## src/rtl/timebase_pkg.sv

```systemverilog
// timebase_pkg: shared state encoding and default sizing for the board timebase divider.
// Types/constants only; no latency or backpressure of its own.
package timebase_pkg;

  localparam int          DEF_CNT_W      = 30;
  localparam int unsigned DEF_PERIOD_CYC = 50_000_000;

  typedef enum logic [1:0] {
    IDLE  = 2'd0,
    RUN   = 2'd1,
    PAUSE = 2'd2
  } tb_state_e;

endpackage

```

## src/rtl/tb_divcnt.sv

```systemverilog
// tb_divcnt: clear/enable up-counter wrapping at period-1; tc is combinational from the count.
// Count updates one edge after en/clr; no backpressure.
module tb_divcnt
  import timebase_pkg::*;
#(
  parameter int CNT_W = DEF_CNT_W
) (
  input  logic             clk,
  input  logic             rst,
  input  logic             clr,
  input  logic             en,
  input  logic [CNT_W-1:0] period,
  output logic [CNT_W-1:0] cnt,
  output logic             tc
);

  // period is never zero, so period-1 cannot underflow
  assign tc = (cnt == period - CNT_W'(1));

  always_ff @(posedge clk or posedge rst) begin
    if (rst) begin
      cnt <= '0;
    end else if (clr) begin
      cnt <= '0;
    end else if (en) begin
      cnt <= tc ? '0 : cnt + CNT_W'(1);
    end
  end

endmodule

```

## src/rtl/timebase_ctrl.sv

```systemverilog
// timebase_ctrl: start/stop/pause run control over tb_divcnt; tick/wave/done registered, first tick P edges after start.
// No backpressure; TIMEBASE_SHADOW_LOAD_EN adds a shadow period applied at the next terminal count.
module timebase_ctrl
  import timebase_pkg::*;
#(
  parameter int          CNT_W      = DEF_CNT_W,
  parameter int unsigned DEF_PERIOD = DEF_PERIOD_CYC
) (
  input  logic             clk,
  input  logic             rst,
  input  logic             start,
  input  logic             stop,
  input  logic             oneshot,
  input  logic             load,
  input  logic [CNT_W-1:0] period_in,
  output logic             tick,
  output logic             wave,
  output logic             busy,
  output logic             done,
  output logic [CNT_W-1:0] count
);

  tb_state_e        state;
  logic [CNT_W-1:0] period_reg;
  logic             mode;
  logic             tc;
  logic             tc_fire;
  logic             cnt_en;
  logic             cnt_clr;
  logic             load_ok;

`ifdef TIMEBASE_SHADOW_LOAD_EN
  logic [CNT_W-1:0] shadow;
  logic             pending;
`endif

  assign tc_fire = (state == RUN) && tc;
  // a terminal count still wraps the counter even when stop arrives on the same edge
  assign cnt_en  = (state == RUN) && (tc || !stop);
  assign cnt_clr = (state == IDLE) || ((state == PAUSE) && stop);
  assign load_ok = load && (period_in != '0);
  assign busy    = (state == RUN) || (state == PAUSE);

  tb_divcnt #(.CNT_W(CNT_W)) u_divcnt (
    .clk    (clk),
    .rst    (rst),
    .clr    (cnt_clr),
    .en     (cnt_en),
    .period (period_reg),
    .cnt    (count),
    .tc     (tc)
  );

  always_ff @(posedge clk or posedge rst) begin
    if (rst) begin
      state      <= IDLE;
      period_reg <= CNT_W'(DEF_PERIOD);
      mode       <= 1'b0;
      tick       <= 1'b0;
      wave       <= 1'b0;
      done       <= 1'b0;
`ifdef TIMEBASE_SHADOW_LOAD_EN
      shadow     <= '0;
      pending    <= 1'b0;
`endif
    end else begin
      tick <= tc_fire;
      done <= tc_fire && mode;
      if (tc_fire) wave <= ~wave;

      case (state)
        IDLE: begin
          if (load_ok) period_reg <= period_in;
          if (start && !stop) begin
            state <= RUN;
            mode  <= oneshot;
          end
        end
        RUN: begin
          if (tc_fire && mode) state <= IDLE;
          else if (stop)       state <= PAUSE;
        end
        PAUSE: begin
          if (stop) begin
            state <= IDLE;
            wave  <= 1'b0;
          end else if (start) begin
            state <= RUN;
          end
        end
        default: state <= IDLE;
      endcase

`ifdef TIMEBASE_SHADOW_LOAD_EN
      // leaving via stop drops any staged period; IDLE loads go straight to period_reg
      if ((state == IDLE) || ((state == PAUSE) && stop)) begin
        pending <= 1'b0;
      end else begin
        if (tc_fire && pending) begin
          period_reg <= shadow;
          pending    <= 1'b0;
        end
        if (load_ok) begin
          shadow  <= period_in;
          pending <= 1'b1;
        end
      end
`endif
    end
  end

endmodule

```

## config.mk

```make
export PLATFORM = sky130hd
export DESIGN_NAME = timebase_ctrl
export DESIGN_NICKNAME = d
export VERILOG_FILES = /design/src/rtl/timebase_pkg.sv /design/src/rtl/tb_divcnt.sv /design/src/rtl/timebase_ctrl.sv
export SDC_FILE = /design/constraint.sdc
export NUM_CORES = 1
export LEC_CHECK = 0
export ABC_AREA = 1
export CORE_UTILIZATION = 55
export CTS_CLUSTER_DIAMETER = 120
export DETAILED_ROUTE_END_ITERATION = 8
export GPL_ROUTABILITY_DRIVEN = 0
export PLACE_DENSITY = 0.8
export SETUP_SLACK_MARGIN = 0.5
export SYNTH_ARGS = -nofsm -noshare
export SYNTH_HDL_FRONTEND = slang
export SYNTH_SLANG_ARGS = --single-unit
```

## constraint.sdc

```tcl
create_clock -name clk -period 4.3 [get_ports clk]
set_input_delay 0.43 -clock clk [delete_from_list [all_inputs] [get_ports clk]]
set_output_delay 0.43 -clock clk [all_outputs]
set_load 0.1 [all_outputs]
```

# Word-level counts from Yosys, hierarchy flattened
# Cells that the tools add are included.
# word_totals
register_bits,66
inputBits,36
output_inout_bits,34
# classes
addsub,2
n_eq_ne,6
mux,12
n_bitwise,1
reduce_logical,16
# op_table
operator,n
$mux W30,3
$add A30 B1 Y30 const B,1
$eq A30 B30 Y1,1
$reduce_bool A30 Y1,1
$sub A30 B1 Y30 const B,1
$mux W2,5
$logic_and A1 B1 Y1,6
$pmux W2 S3,1
$reduce_and A2 Y1,2
$logic_or A1 B1 Y1,3
$mux W1,3
$ne A3 B2 Y1 const B,1
$ne A3 B3 Y1 const B,1
$reduce_and A3 Y1,1
$eq A2 B1 Y1 const B,1
$eq A2 B2 Y1 const B,1
$logic_not A2 Y1,1
$ne A2 B1 Y1 const B,1
$reduce_bool A2 Y1,1
$logic_not A1 Y1,1
$not A1 Y1,1

# Longest topological paths before layout
# logic_depth
word_depth,6
ltp_mapped,19

# Cells and area by module
# From an unflattened synthesis, not the netlist that was laid out.
# hier_totals
hier_cells,706
area_unflattened_um2,4882.2
# by_module_without_submodules
mod,n_inst,cells_per_inst,area_each_um2
tb_divcnt,1,502,3204.3
timebase_ctrl,1,204,1677.9

# Worst setup path before layout
# No wires, ideal clock.
# synth_path
path_kind,reg-to-reg
from,reg u_divcnt.cnt[18]
to,reg u_divcnt.cnt[15]
arrival_time_ps,2385
setup_slack_ps,1794
stages_incl_launch_ff,12
n_path_buf,2
synth_period_minus_slack_ps,2506
path_cell_list,dfrtp_1 clkbuf_1 xnor2_1 inv_1 nand2_1 nand4_1 or2_1 nor2_2 nand4_4 buf_2 nand3_1 nand2_1
# synth_between
elab_chain_len,4
elab_cells_between_ends,7
# synth_rtl
item,line,source
start: declaration,tb_divcnt.sv:13,"output logic [CNT_W-1:0] cnt,"
start signal: assignment,tb_divcnt.sv:26,cnt <= tc ? '0 : cnt + CNT_W'(1);
$eq A30 B30 Y1 *,tb_divcnt.sv:18,assign tc = (cnt == period - CNT_W'(1));
$mux W30 or $logic_or A1 B1 Y1 (tied branches),"tb_divcnt.sv:26, timebase_ctrl.sv:39",
$mux W30 or $logic_and A1 B1 Y1 (tied branches),"tb_divcnt.sv:25, timebase_ctrl.sv:39",
$mux W30 or $reduce_bool A2 Y1 (tied branches),-,
# Every way passes the cells marked *; elsewhere a longest branch is shown, timed or not. The select of a mux whose other input is x is not followed.
# A chain may end at the register's enable or synchronous reset.

# Worst setup path after layout
# layout_path
from,reg period_reg[0]
to,reg u_divcnt.cnt[7]
# layout_between
elab_chain_len,5
elab_cells_between_ends,8
# layout_rtl
item,line,source
start: declaration,timebase_ctrl.sv:24,logic [CNT_W-1:0] period_reg;
start signal: assignment,timebase_ctrl.sv:57,period_reg <= CNT_W'(DEF_PERIOD);
start signal: assignment,timebase_ctrl.sv:73,if (load_ok) period_reg <= period_in;
$sub A30 B1 Y30 *,tb_divcnt.sv:18,
$eq A30 B30 Y1 *,tb_divcnt.sv:18,
$mux W30 or $logic_or A1 B1 Y1 (tied branches),"tb_divcnt.sv:26, timebase_ctrl.sv:39",
$mux W30 or $logic_and A1 B1 Y1 (tied branches),"tb_divcnt.sv:25, timebase_ctrl.sv:39",
$mux W30 or $reduce_bool A2 Y1 (tied branches),-,
# Marked as above.

==> results.py <==
metrics = {
    "global_routing": {
        "grt_max_degree": 43,
        "grt_pass1_wl_microns": 25600,
        "gr-usage-all-layers_pct": 32.3,
        "gr-total-overflow": 0,
        "grt_pass1_vias": 5481,
        "antenna_found_initial": 0,
    },
    "yosys": {
        "synth_xor_area_share_pct": 8.80,
        "muxShareOfSynthArea_pct": 1.05,
        "ys_seq_area_share_pct": 31.0,
        "netlist_instances": 829,
        "yosys_warnings": 0,
        "yosys.area_share.simple_pct": 42.1,
        "synth-edff-count": 0,
        "synth_compound_area_share_pct": 6.73,
        "ys_ff_latch": 66,
        "syn_area_sq_um": 5370,
        "syn-num-nets": 871,
        "ys.flop_type": "dfrtp_1",
        "syn_avg_cell_area_sq_um": 6.48,
        "synth-async-reset-ratio_pct": 100,
        "synth_top_family_by_area": "simple AND/OR/NAND/NOR gates",
        "synthAdderAreaFrac_pct": 1.40,
        "ys_types": 36,
    },
    "finish": {
        "drive_gt1_share_pct": 7.04,
        "multiInputGateArea_sq_um": 3230,
        "num-fill-cells": 885,
        "diodes": 0,
        "fin_nets": 932,
        "area_growth_pct": 18.3,
        "final_core_util_pct": 67.8,
        "area.sequential_sq_um": 1670,
    },
    "drt": {
        "dr.first_iter.drc_count": 438,
        "drc_errors": 0,
        "num_vias": 5703,
        "routed_wirelength_microns": 15300,
        "wl_per_cell_microns": 15.0,
        "first_pass_iters": 6,
        "ant_nets": 0,
        "vias_per_cell": 5.57,
    },
    "worst_setup_path": {
        "cpPeakStageDelay_ns": 0.46,
        "startpoint_type": "register",
        "critical_path_class": "reg -> reg",
        "worst_path_max_delay_cell": "nor2_2",
        "end_kind": "register",
        "path_cells": "inv_1 -> ha_1 -> nand2_2 -> nor2_4 -> nand3_1 -> nand2_1 -> inv_1 -> nor2_1 -> nand2_1 -> nor2_1 -> nand2_1 -> nor2_2 -> nand2_1 -> nand3_1 -> nor2_1 -> nand2_1 -> o21ai_0",
        "cp_max_fo": 13,
        "required_ns": 4.53,
        "critPathArrivalTime_ns": 3.41,
        "critical_path.most_common_cell": "nand2_1",
    },
    "clocking": {
        "cts_resized": 0,
        "cts_max_level": 3,
        "cts_buffer_depth": 2,
        "clockRootBuffer": "clkbuf_8",
        "clock_sinks": 66,
        "cts_setup_buffers": 0,
        "numCtsBuffers": 9,
        "path_clk_slew_ns": 0.08,
        "ctsHoldBuffers": 0,
        "insertion_delay_ns": 0.37,
        "cts_tree": "built",
    },
    "place": {
        "portBuffers": 69,
        "detailed_place_hpwl_microns": 11900,
    },
    "timing": {
        "setup_violations": 0,
        "fin_crit_sh_pct": 73.8,
        "rsz0062_at_grt": "no",
        "drv_slew": 0,
        "clock.fmax_mhz": 315,
        "min_period_ns": 3.17,
        "worst_pin_slew_ns": 0.993,
        "finalSetupTns_ns": 0,
        "hold_viol": 0,
        "final.setup_skew_ns": 0.0119,
        "slew_headroom_pct": 33.6,
    },
    "floorplanning": {
        "coreArea_sq_um": 9370,
        "num_rows": 35,
        "initial_core_util_pct": 57.3,
        "die_y_microns": 101,
        "die_area_sq_um": 10200,
        "die_x_microns": 101,
        "pin_count": 70,
    },
    "job": {
        "max_cap_viol_count": 0,
    },
    "min_path": {
        "hold_path.class": "in -> async",
    },
    "power_and_ir_drop": {
        "powerDensity_nw_per_um2": 520,
        "peakVddDrop_mv": 0.536,
        "p_leak_nw": 3.00,
    },
    "run_status": {
        "status": "finished clean",
    },
}
path summary, 6_finish.rpt:
path	from	end	slack, ns	cells past startpoint
max	period_reg[0]	u_divcnt.cnt[7]	1.13	17
min	rst	tick	0.47	2
max reg2reg	period_reg[0]	u_divcnt.cnt[7]	1.13	17
min reg2reg	period_reg[19]	period_reg[19]	0.50	2
max in group asynchronous	rst	period_reg[21]	2.90	3
min in group clk	period_reg[19]	period_reg[19]	0.50	2
placed cells by master (no fill, tap or decap):
master	synthesis	layout
nor4_1	9	9
nor2b_1	1	1
o21ai_1	5	5
nand2_4	1	1
o21bai_1	2	2
buf_4	1	6
inv_2	2	3
nand2_2	5	5
bufinv_16	0	2
dfstp_2	12	12
nor2_2	10	10
a21o_1	1	1
and3_1	3	3
o2111ai_1	1	1
nor3_1	14	14
nand2_1	233	233
inv_1	90	89
dfrtp_1	54	54
mux2_2	5	5
clkinvlp_4	0	2
nand4_1	26	26
nor2_4	2	2
nand3b_1	6	6
nor2_8	1	1
or2_1	1	1
clkbuf_1	14	2
nor2_1	116	116
a21oi_1	32	32
clkdlybuf4s50_1	0	69
or2_2	3	3
xnor2_1	23	23
nand3_1	78	78
xor2_1	31	31
clkbuf_8	0	10
ha_1	6	6
nor3b_1	1	1
o21ai_0	29	29
nand4_4	1	1
Yosys cell counts, types with 14 or more instances:
| cell type | n | share of area [%] |
|---|---|---|
| nand2_1 | 233 | 16 |
| nor2_1 | 116 | 8.1 |
| inv_1 | 90 | 6.3 |
| nand3_1 | 78 | 7.3 |
| dfrtp_1 | 54 | 25 |
| a21oi_1 | 32 | 3.0 |
| xor2_1 | 31 | 5.1 |
| o21ai_0 | 29 | 2.7 |
| nand4_1 | 26 | 3.0 |
| xnor2_1 | 23 | 3.7 |
| clkbuf_1 | 14 | 0.98 |
| nor3_1 | 14 | 1.3 |
power by group:
group	leakage [nW]	internal (mW)	total, mW	switching [mW]
combinational	2.06	0.545	1.66	1.12
sequential	0.840	0.820	1.04	0.219
clock	0.103	0.343	0.603	0.260
final cells by class:
cell class / instances / area share, %
Tap cell: 129 / 2.54
Multi-Input combinational cell: 646 / 50.8
Inverter: 92 / 5.43
Clock inverter: 4 / 1.18
Sequential cell: 66 / 26.2
Timing Repair Buffer: 75 / 11.6
Clock buffer: 12 / 2.28
metrics by stage:
step / std cells / cell area (sq um) / setup WS (ns) / hold WS (ns) / total power [mW]
finish: 1024 / 6360 / 1.13 / 0.472 / 3.31
detailed placement: 1008 / 6140 / 1.21 / 0.490 / 2.68
floorplan: 829 / 5370 / 1.79 / 0.461 / 2.31
CTS: 1024 / 6360 / 1.18 / 0.498 / 3.28
global route: 1024 / 6360 / 0.763 / 0.526 / 3.54
global placement: 1008 / 6140 / 1.38 / 0.479 / 2.61
routing by layer:
metal | vias to the layer above | global-route usage, % | part of all wire, %
li1 | 2775 | - | -
met1 | 2606 | 41.8 | 43
met2 | 275 | 53.5 | 46
met3 | 47 | 5.13 | 7.7
met4 | 0 | 13.9 | 3.4
met5 | - | 0 | 0
kinds of logic (layout without fill, tap and decap cells):
family                   count (synthesis)  after routing
AND/OR/NAND/NOR                        511            511
buffers and inverters                  117            183
AO/OA/AOI/OAI                           70             70
flip-flops                              66             66
XOR/XNOR                                54             54
adder cells (fa/ha/maj)                  6              6
multiplexers                             5              5
critical path: cells and delay by family (launching register included):
kind / cells / cell delay (ns)
DFF: 1 / 0.41
AOI/OAI and AO/OA: 1 / 0.10
buffers and inverters: 2 / 0.15
adders and majority gates: 1 / 0.22
and+or+nand+nor: 13 / 2.17
Power figures use the tool's default switching activity.
